**src/rtl/level_seg_decoder_pkg.sv**
```systemverilog
// Shared segment-bus constants and FSM state type for the level-to-segment
// encoder/decoder pair.
package level_seg_decoder_pkg;

  // Segment order on the bus: bit6=a ... bit0=g
  localparam logic [6:0] SEG_LVL0  = 7'b0110000;
  localparam logic [6:0] SEG_LVL1  = 7'b1101101;
  localparam logic [6:0] SEG_LVL2  = 7'b1111001;
  localparam logic [6:0] SEG_LVL3  = 7'b0110011;
  localparam logic [6:0] SEG_LVL4  = 7'b1011011;
  localparam logic [6:0] SEG_BLANK = 7'b0000000;

  localparam logic [2:0] LEVEL_MAX = 3'd4;

  // Wide enough for the largest stability window (255 samples)
  localparam int CNT_W = 8;

  typedef enum logic [1:0] {
    IDLE        = 2'd0,
    QUALIFY     = 2'd1,
    OUT         = 2'd2,
    WAIT_CHANGE = 2'd3
  } state_e;

endpackage

```
**src/rtl/level_seg_decoder_lookup.sv**
```systemverilog
// Combinational reverse map from a 7-segment pattern to a level number,
// with separate flags for a legal digit and for the blank pattern.
module seg_pattern_lookup
  import level_seg_decoder_pkg::*;
(
  input  logic [6:0] seg,
  output logic [2:0] level,
  output logic       hit,
  output logic       blank
);

  always_comb begin
    level = 3'd0;
    hit   = 1'b1;
    blank = (seg == SEG_BLANK);
    case (seg)
      SEG_LVL0: level = 3'd0;
      SEG_LVL1: level = 3'd1;
      SEG_LVL2: level = 3'd2;
      SEG_LVL3: level = 3'd3;
      SEG_LVL4: level = LEVEL_MAX;
      default:  hit   = 1'b0;
    endcase
  end

endmodule

```
**src/rtl/level_seg_decoder.sv**
```systemverilog
// Receive side of the segment link: qualifies a stable bus pattern, decodes it
// to a level on a valid/ready output and counts stable illegal patterns.
module level_seg_decoder
  import level_seg_decoder_pkg::*;
#(
  parameter int STABLE_CYCLES = 4,
  parameter int ERR_W         = 8,
  parameter bit INVERT_SEG    = 1'b0
) (
  input  logic             clk,
  input  logic             rst_n,
  input  logic [6:0]       seg_in,
  input  logic             seg_en,
  input  logic             out_ready,
  output logic [2:0]       level,
  output logic             level_valid,
  output logic             code_err,
  output logic [ERR_W-1:0] err_count
);

  localparam logic [CNT_W-1:0] STABLE_TARGET = CNT_W'(STABLE_CYCLES);
  localparam logic [CNT_W-1:0] CNT_ONE       = CNT_W'(1);
  localparam logic [ERR_W-1:0] ERR_MAX       = {ERR_W{1'b1}};

  state_e           state;
  logic [6:0]       seg_cur;
  logic [6:0]       sample;
  logic [6:0]       reported;
  logic [CNT_W-1:0] count;
  logic [2:0]       lut_level;
  logic             lut_hit;
  logic             lut_blank;
  logic             qualify_done;
  logic             report_illegal;
  logic             accept;

  // Common-anode buses are active-low; normalise to active-high here
  assign seg_cur = INVERT_SEG ? ~seg_in : seg_in;

  always_ff @(posedge clk or negedge rst_n) begin
    if (!rst_n) begin
      sample <= SEG_BLANK;
    end else if (seg_en) begin
      sample <= seg_cur;
    end
  end

  seg_pattern_lookup u_lookup (
    .seg   (sample),
    .level (lut_level),
    .hit   (lut_hit),
    .blank (lut_blank)
  );

  // The decision is taken on the held sample once the window is full,
  // independent of whatever arrives on the bus in that same cycle.
  assign qualify_done   = (state == QUALIFY) && seg_en && (count == STABLE_TARGET);
  assign report_illegal = qualify_done && !lut_hit && !lut_blank;
  assign level_valid    = (state == OUT);
  assign accept         = level_valid && out_ready;

  always_ff @(posedge clk or negedge rst_n) begin
    if (!rst_n) begin
      state    <= IDLE;
      count    <= '0;
      reported <= SEG_BLANK;
      level    <= 3'd0;
    end else begin
      case (state)
        IDLE: begin
          if (seg_en) begin
            state <= QUALIFY;
            count <= CNT_ONE;
          end
        end
        QUALIFY: begin
          if (!seg_en) begin
            state    <= IDLE;
            count    <= '0;
            reported <= SEG_BLANK;
          end else if (qualify_done) begin
            reported <= sample;
            if (lut_hit) begin
              level <= lut_level;
              state <= OUT;
            end else begin
              state <= WAIT_CHANGE;
            end
          end else if (seg_cur == sample) begin
            count <= count + CNT_ONE;
          end else begin
            count <= CNT_ONE;
          end
        end
        OUT: begin
          // Bus is ignored here; only the consumer handshake moves us on
          if (accept) begin
            if (seg_en) begin
              state <= WAIT_CHANGE;
            end else begin
              state    <= IDLE;
              count    <= '0;
              reported <= SEG_BLANK;
            end
          end
        end
        WAIT_CHANGE: begin
          if (!seg_en) begin
            state    <= IDLE;
            count    <= '0;
            reported <= SEG_BLANK;
          end else if (seg_cur != reported) begin
            state <= QUALIFY;
            count <= CNT_ONE;
          end
        end
        default: begin
          state <= IDLE;
          count <= '0;
        end
      endcase
    end
  end

  // The pulse still fires when the counter is already saturated
  always_ff @(posedge clk or negedge rst_n) begin
    if (!rst_n) begin
      code_err  <= 1'b0;
      err_count <= '0;
    end else begin
      code_err <= report_illegal;
      if (report_illegal && (err_count != ERR_MAX)) begin
        err_count <= err_count + 1'b1;
      end
    end
  end

endmodule

```
**config.mk**
```make
export PLATFORM = sky130hd
export DESIGN_NAME = level_seg_decoder
export DESIGN_NICKNAME = d
export VERILOG_FILES = /design/src/rtl/level_seg_decoder_pkg.sv /design/src/rtl/level_seg_decoder_lookup.sv /design/src/rtl/level_seg_decoder.sv
export SDC_FILE = /design/constraint.sdc
export NUM_CORES = 1
export LEC_CHECK = 0
export ABC_AREA = 1
export BUFFER_PORTS_ARGS = -buffer_cell sky130_fd_sc_hd__buf_2
export CORE_MARGIN = 3
export CORE_UTILIZATION = 46
export CTS_CLUSTER_DIAMETER = 80
export DETAILED_ROUTE_END_ITERATION = 8
export HOLD_SLACK_MARGIN = 0.12
export PLACE_DENSITY_LB_ADDON = 0.15
export SLEW_MARGIN = 40
export SYNTH_ARGS = -nofsm -noshare
export SYNTH_HDL_FRONTEND = slang
export SYNTH_SLANG_ARGS = --single-unit
```
**constraint.sdc**
```tcl
create_clock -name clk -period 2.6 [get_ports clk]
set_input_delay 0.52 -clock clk [delete_from_list [all_inputs] [get_ports clk]]
set_output_delay 0.52 -clock clk [all_outputs]
set_load 0.01 [all_outputs]
```
==> impl_results.md, run 1 <==
* First DRT Iteration DRCs at 135
* Rel. slew slack at 54.9%
* Layout cells sized above 1 at 16.3%
* Largest area contributor in the netlist: dfrtp_1
* CP arrival at 1.86 ns
* Internal power at 1060 µW
* Initial antenna violation count at 0
* Layout area overhead at 11.4%
* Net Sw Power at 688 µW
* Syn nets at 319
* Largest net degree at the start of global routing at 37
* Worst slew pin tran at 0.669 ns
* First-pass iteration count of the detailed router at 4
* Final Max Slew Viols at 0
* Number of port buffers at 23
* Total track usage at 19.2%
* Die height at 75.9 µm
* Clock Sinks at 36
* WL final at 4.81 mm
* Crit start category: register
* Final setup margin at 0.920 ns
* Crit. End Element: register
* Vias per std cell at 4.90
* Routability congestion estimate at 0.858
* Clock power frac at 20.0%
* Sequential element share of the synthesized area at 40.1%
* Pwr dens at 699 nW/µm²
* Syn avg cell area at 7.37 µm²
* Peak supply drop at 315 µV
* Placed instance area at 2430 µm²
* Clock Pin Slew Worst Setup and Hold Paths at 0.07 ns
* # fillers at 454
* Footprint of the multi-input gates at 1200 µm²
* Clock Skew at 0.00312 ns
* Top Ports at 24
* Worst Setup Path Type: register to register
* Clock root buffer master: clkbuf_8
* Synth area leaders: dfrtp_1 40%, nand2_1 16%, nand3_1 6.0%
* FMAX at 595 MHz
* First-pass GRT wire length at 8.53 mm
* Gr ovfl total at 0
* # Post-CTS Setup Buffers at 0
* Post-synthesis cell count at 305
* Synth warnings at 0
* Worst EP required at 2.78 ns
* Die area at 5760 µm²
* Drt drc at 0
* Share of the synthesized area in the top cell type at 40.1%
* Hold_buf cts at 0
* CTS tree: yes
* Vias in the first global route at 1,913
* Final #Nets at 347
* Max_cap viols at 0
* Total Power at 1750 µW
* Synthesized area at 2250 µm²
* Antenna Nets Post-Route at 0
* RSZ-0062 raised after global routing: no
* Row count at 24
* Core Box Area at 4530 µm²
* Num CTS Buffers at 5
* Fin. Hold Viols at 0
* Hold WS at 0.188 ns
* Setup Viol. Count Final at 0
* Fin crit period at 1.68 ns
* Worst hold path type: primary input to async pin
* Sequential Area at 901 µm²
* Pleak at 0.00133 µW
* Total number of vias at 1,942
* Flops & latches, synth at 36
* Final Cycle Share at 64.6%
* Diode count at 0
* Post-cts sizing count at 0
* Switch share at 39.3%
* Comb power frac at 35.0%
* Fin area at 2500 µm²
* Distinct cells, synth at 29
* Reg power frac at 45.0%
* HPWL after detailed placement at 3.74 mm
* TNS Setup at 0 ns
* Status: completed
* DR WL/cell at 12.2 µm
* Pre-CTS worst setup slack at 0.765 ns
* Worst-Skew Late Latency at 0.28 ns
* Initial Util at 49.6%
* Bufs on Longest Clock Path at 2
* Die Wd at 75.9 µm
* Crit Path Max Fanout at 7
* Number of H-tree levels at 2
==> registers in the layout (all words and copies together) (netlist names) <==
signal,count
sample,7
reported,7
count,8
level,3
err_count,8
code_err,1
state,2
==> power groups by stage <==
stage	sequential [µW]	combinational, µW	clock (µW)
6_report	788	612	351
2_1_floorplan	776	464	0
4_1_cts	787	617	370
5_1_grt	807	700	394
3_3_place_gp	794	608	0
3_5_place_dp	797	615	0
==> cells in the final DEF, fill, tap and decap left out <==
cell type and count:
a21boi_1 1, and2_1 1, and3_1 1, buf_2 22, buf_4 1, clkbuf_8 5, clkinv_1 1, dfrtp_1 36
ha_1 3, inv_1 27, inv_2 6, inv_4 1, nand2_1 95, nand2_2 2, nand2_4 2, nand3_1 27
nand3_2 1, nand3b_1 1, nand4_1 8, nand4_2 1, nor2_1 33, nor2_2 5, nor2_4 6, nor3_4 1
nor3b_1 1, o21ai_0 17, o21ai_1 6, o21ai_2 1, xnor2_1 11, xor2_1 8
==> cell type report <==
| type | count | area share (%) |
|---|---|---|
| repair buffers | 23 | 4.70 |
| well taps | 65 | 3.25 |
| clock buffers | 5 | 2.75 |
| multi-input cells | 232 | 48.0 |
| inverters | 35 | 5.35 |
| flip-flops and latches | 36 | 36.0 |
==> critical path, stage by stage (launching register included) <==
cell and delay (ns):
dfrtp_1 0.43, inv_1 0.07, ha_1 0.19, nand3_1 0.13, nor2_2 0.08, nand2_4 0.11, inv_2 0.08, nor2_4 0.11
inv_2 0.05, nor2_4 0.17, nand2_1 0.07, nand2_1 0.06, inv_1 0.03
==> logic make-up (layout without fill, tap and decap cells) <==
logic type                 Yosys count  after routing  synth area share (%)
buffers and inverters               37             63                  6.46
AOI/OAI and AO/OA                   25             25                  5.85
adders and majority gates            3              3                  1.67
and+or+nand+nor                    185            185                  38.5
DFF                                 36             36                  40.1
xor gates and xnor gates            19             19                  7.41
==> Yosys cell counts <==
cell type	n
inv_1	27
inv_4	1
nand2_4	2
o21ai_0	17
nor2_4	6
xor2_1	8
nand2_1	95
buf_4	1
nand4_1	8
nand3_2	1
and2_1	1
nand2_2	2
nor2_1	33
a21boi_1	1
clkinv_1	1
nand3_1	27
nand3b_1	1
ha_1	3
dfrtp_1	36
nand4_2	1
clkbuf_1	1
inv_2	6
o21ai_2	1
o21ai_1	6
nor3b_1	1
xnor2_1	11
and3_1	1
nor3_4	1
nor2_2	5
==> per-stage QoR <==
stage / util (%) / instances
finish: 55.2 / 396
global route: 55.2 / 396
CTS: 55.2 / 396
detailed placement: 53.6 / 391
global placement: 53.6 / 391
floorplan: - / 305
==> worst paths after layout <==
kind | from | slack, ns | end | cells after the start
worst min-delay path | rst_n | 0.19 | reported[3] | 1
max in group asynchronous | rst_n | 2.09 | sample[6] | 1
min in group clk | level[1] | 0.48 | level[1] | 2
worst max register to register | count[0] | 0.92 | count[3] | 12
worst min register to register | level[1] | 0.48 | level[1] | 2
worst max-delay path | count[0] | 0.92 | count[3] | 12
==> metal layers <==
layer	global-route usage, %	up-vias	part of all wire (%)
met3	3.96	5	3.6
met5	0	-	0
met4	4.08	0	0.77
li1	-	1016	-
met1	26.0	888	50
met2	31.7	33	45
(Power assumes the default switching activity.)
==> run 2, diff against run 1 <==
Clock period 2.6 ns to 1.7 ns, I/O delays scaled along.
==> impl_results.md, run 2 (synthesized netlist as in run 1, its figures left out) <==
* Initial Util at 49.6% (unchanged)
* Clock Sinks at 36 (unchanged)
* Fin. Hold Viols at 0 (unchanged)
* Row count at 24 (unchanged)
* Initial antenna violation count at 0 (unchanged)
* Vias in the first global route at 1,856 (was 1,913)
* Largest net degree at the start of global routing at 20 (was 37)
* Die area at 5760 µm² (unchanged)
* Crit Path Max Fanout at 4 (was 7)
* Worst Setup Path Type: register to register (unchanged)
* Core Box Area at 4530 µm² (unchanged)
* Worst slew pin tran at 0.436 ns (was 0.669 ns)
* FMAX at 631 MHz (was 595 MHz)
* Drt drc at 0 (unchanged)
* Gr ovfl total at 0 (unchanged)
* Delay-heaviest family, CP: simple AND/OR/NAND/NOR gates (unchanged)
* First-pass iteration count of the detailed router at 4 (unchanged)
* Commonest non-fill, non-tap cells in the layout: 94 x nand2_1, 36 x dfrtp_1, 31 x nor2_1 (was 95 x nand2_1, 36 x dfrtp_1, 33 x nor2_1)
* Worst EP required at 1.88 ns (was 2.78 ns)
* Critical path's largest stage delay at 0.41 ns (was 0.43 ns)
* Vias per std cell at 4.94 (was 4.90)
* Crit. End Element: register (unchanged)
* Clock Skew at 0.00891 ns (was 0.00312 ns)
* Biggest regs: count (8), err_count (8) (unchanged)
* Crit-path cells: inv_1, ha_2, nand3_4, nor2_4, nand2_4, buf_4, nor2_2, nand2_1, o21ai_0, inv_1 (was inv_1, ha_1, nand3_1, nor2_2, nand2_4, inv_2, nor2_4, inv_2, nor2_4, nand2_1, nand2_1, inv_1)
* DR WL/cell at 12.1 µm (was 12.2 µm)
* Number of port buffers at 23 (unchanged)
* Die Wd at 75.9 µm (unchanged)
* Status: completed (unchanged)
* Worst path most repeated cell: inv_1
* Total number of vias at 2,015 (was 1,942)
* Num CTS Buffers at 5 (unchanged)
* Final Max Slew Viols at 0 (unchanged)
* Rel. slew slack at 70.9% (was 54.9%)
* Diode count at 0 (unchanged)
* Clock root buffer master: clkbuf_8 (unchanged)
* Final #Nets at 356 (was 347)
* Pleak at 0.00138 µW (was 0.00133 µW)
* Clock Pin Slew Worst Setup and Hold Paths at 0.07 ns (about the same)
* Layout cells sized above 1 at 20.1% (was 16.3%)
* Final Cycle Share at 93.2% (was 64.6%)
* HPWL after detailed placement at 3.85 mm (was 3.74 mm)
* Worst-Skew Late Latency at 0.29 ns (was 0.28 ns)
* Top Ports at 24 (unchanged)
* CTS tree: yes (unchanged)
* Fin crit period at 1.58 ns (was 1.68 ns)
* Layout area overhead at 17.5% (was 11.4%)
* Fin area at 2640 µm² (was 2500 µm²)
* CP max-delay cell: dfrtp_1 (unchanged)
* Placed instance area at 2490 µm² (was 2430 µm²)
* Worst hold path type: primary input to register (was primary input to async pin)
* Total track usage at 19.9% (was 19.2%)
* Antenna Nets Post-Route at 0 (unchanged)
* Max_cap viols at 0 (unchanged)
* Peak supply drop at 551 µV (was 315 µV)
* CP arrival at 1.76 ns (was 1.86 ns)
* Number of H-tree levels at 2 (unchanged)
* Die height at 75.9 µm (unchanged)
* First DRT Iteration DRCs at 164 (was 135)
* Hold WS at 0.314 ns (was 0.188 ns)
* Routability congestion estimate at 0.880 (was 0.858)
* CP bufs+invs at 3 (was 4)
* Bufs on Longest Clock Path at 2 (unchanged)
* First-pass GRT wire length at 8.63 mm (was 8.53 mm)
* Pwr dens at 1090 nW/µm² (was 699 nW/µm²)
* Final setup margin at 0.116 ns (was 0.920 ns)
* WL final at 4.95 mm (was 4.81 mm)
* Crit start category: register (unchanged)
* Most common cell after layout, fill and taps aside: nand2_1 (unchanged)
* Setup Viol. Count Final at 0 (unchanged)
* Pre-CTS worst setup slack at 0.0697 ns (was 0.765 ns)
## run 2: path summary, 6_finish.rpt
| kind | from | endpoint | slack, ns | cells after the start |
|---|---|---|---|---|
| max | count[1] | level[0] | 0.12 | 10 |
| min | seg_in[6] | sample[6] | 0.31 | 3 |
| max reg2reg | count[1] | level[0] | 0.12 | 10 |
| min reg2reg | level[1] | level[1] | 0.48 | 2 |
| max in group asynchronous | rst_n | level[2] | 0.73 | 3 |
| min in group asynchronous | rst_n | count[3] | 0.52 | 2 |
## run 2: timing repair
item | CTS | global route
hold buffers | 1 | 0
buffers inserted | 0 | 2
hold endpoints to repair | 17 | 0
endpoints found under the setup margin | 0 | 19
gates resized for setup | 0 | 9
## run 2: routing by layer
layer  track usage (%)  up-vias  share of wire (%)
met2              30.4       35                 44
met3              3.56        6                3.3
li1                  -     1041                  -
met4              5.83        0                1.3
met5                 0        -                  0
met1              28.8      933                 52
## run 2: worst min-delay path: stages
cell and delay, ns:
buf_2 0.11, nand2_1 0.05, o21ai_0 0.06
## run 2: final cells by class
class / instances / area, µm²
clock buffer: 8 / 90.1
tap: 65 / 81.3
fill: 441 / 1890
sequential: 36 / 901
timing repair buffer: 32 / 198
multi-input combinational: 232 / 1230
inverter: 35 / 136
## run 2: report_power, final
group	internal [µW]	switching [µW]	total (µW)
Sequential	1020	175	1200
Clock	331	302	632
Combinational	423	637	1060
## run 2: per-stage QoR
stage	power [µW]	util, %	cells	TNS, ns
2_1_floorplan	1900	-	305	0
3_5_place_dp	2220	54.9	397	0
6_report	2890	58.2	408	0
5_1_grt	3140	58.2	408	-0.0179
3_3_place_gp	2190	54.9	397	0
4_1_cts	2860	57.1	406	0
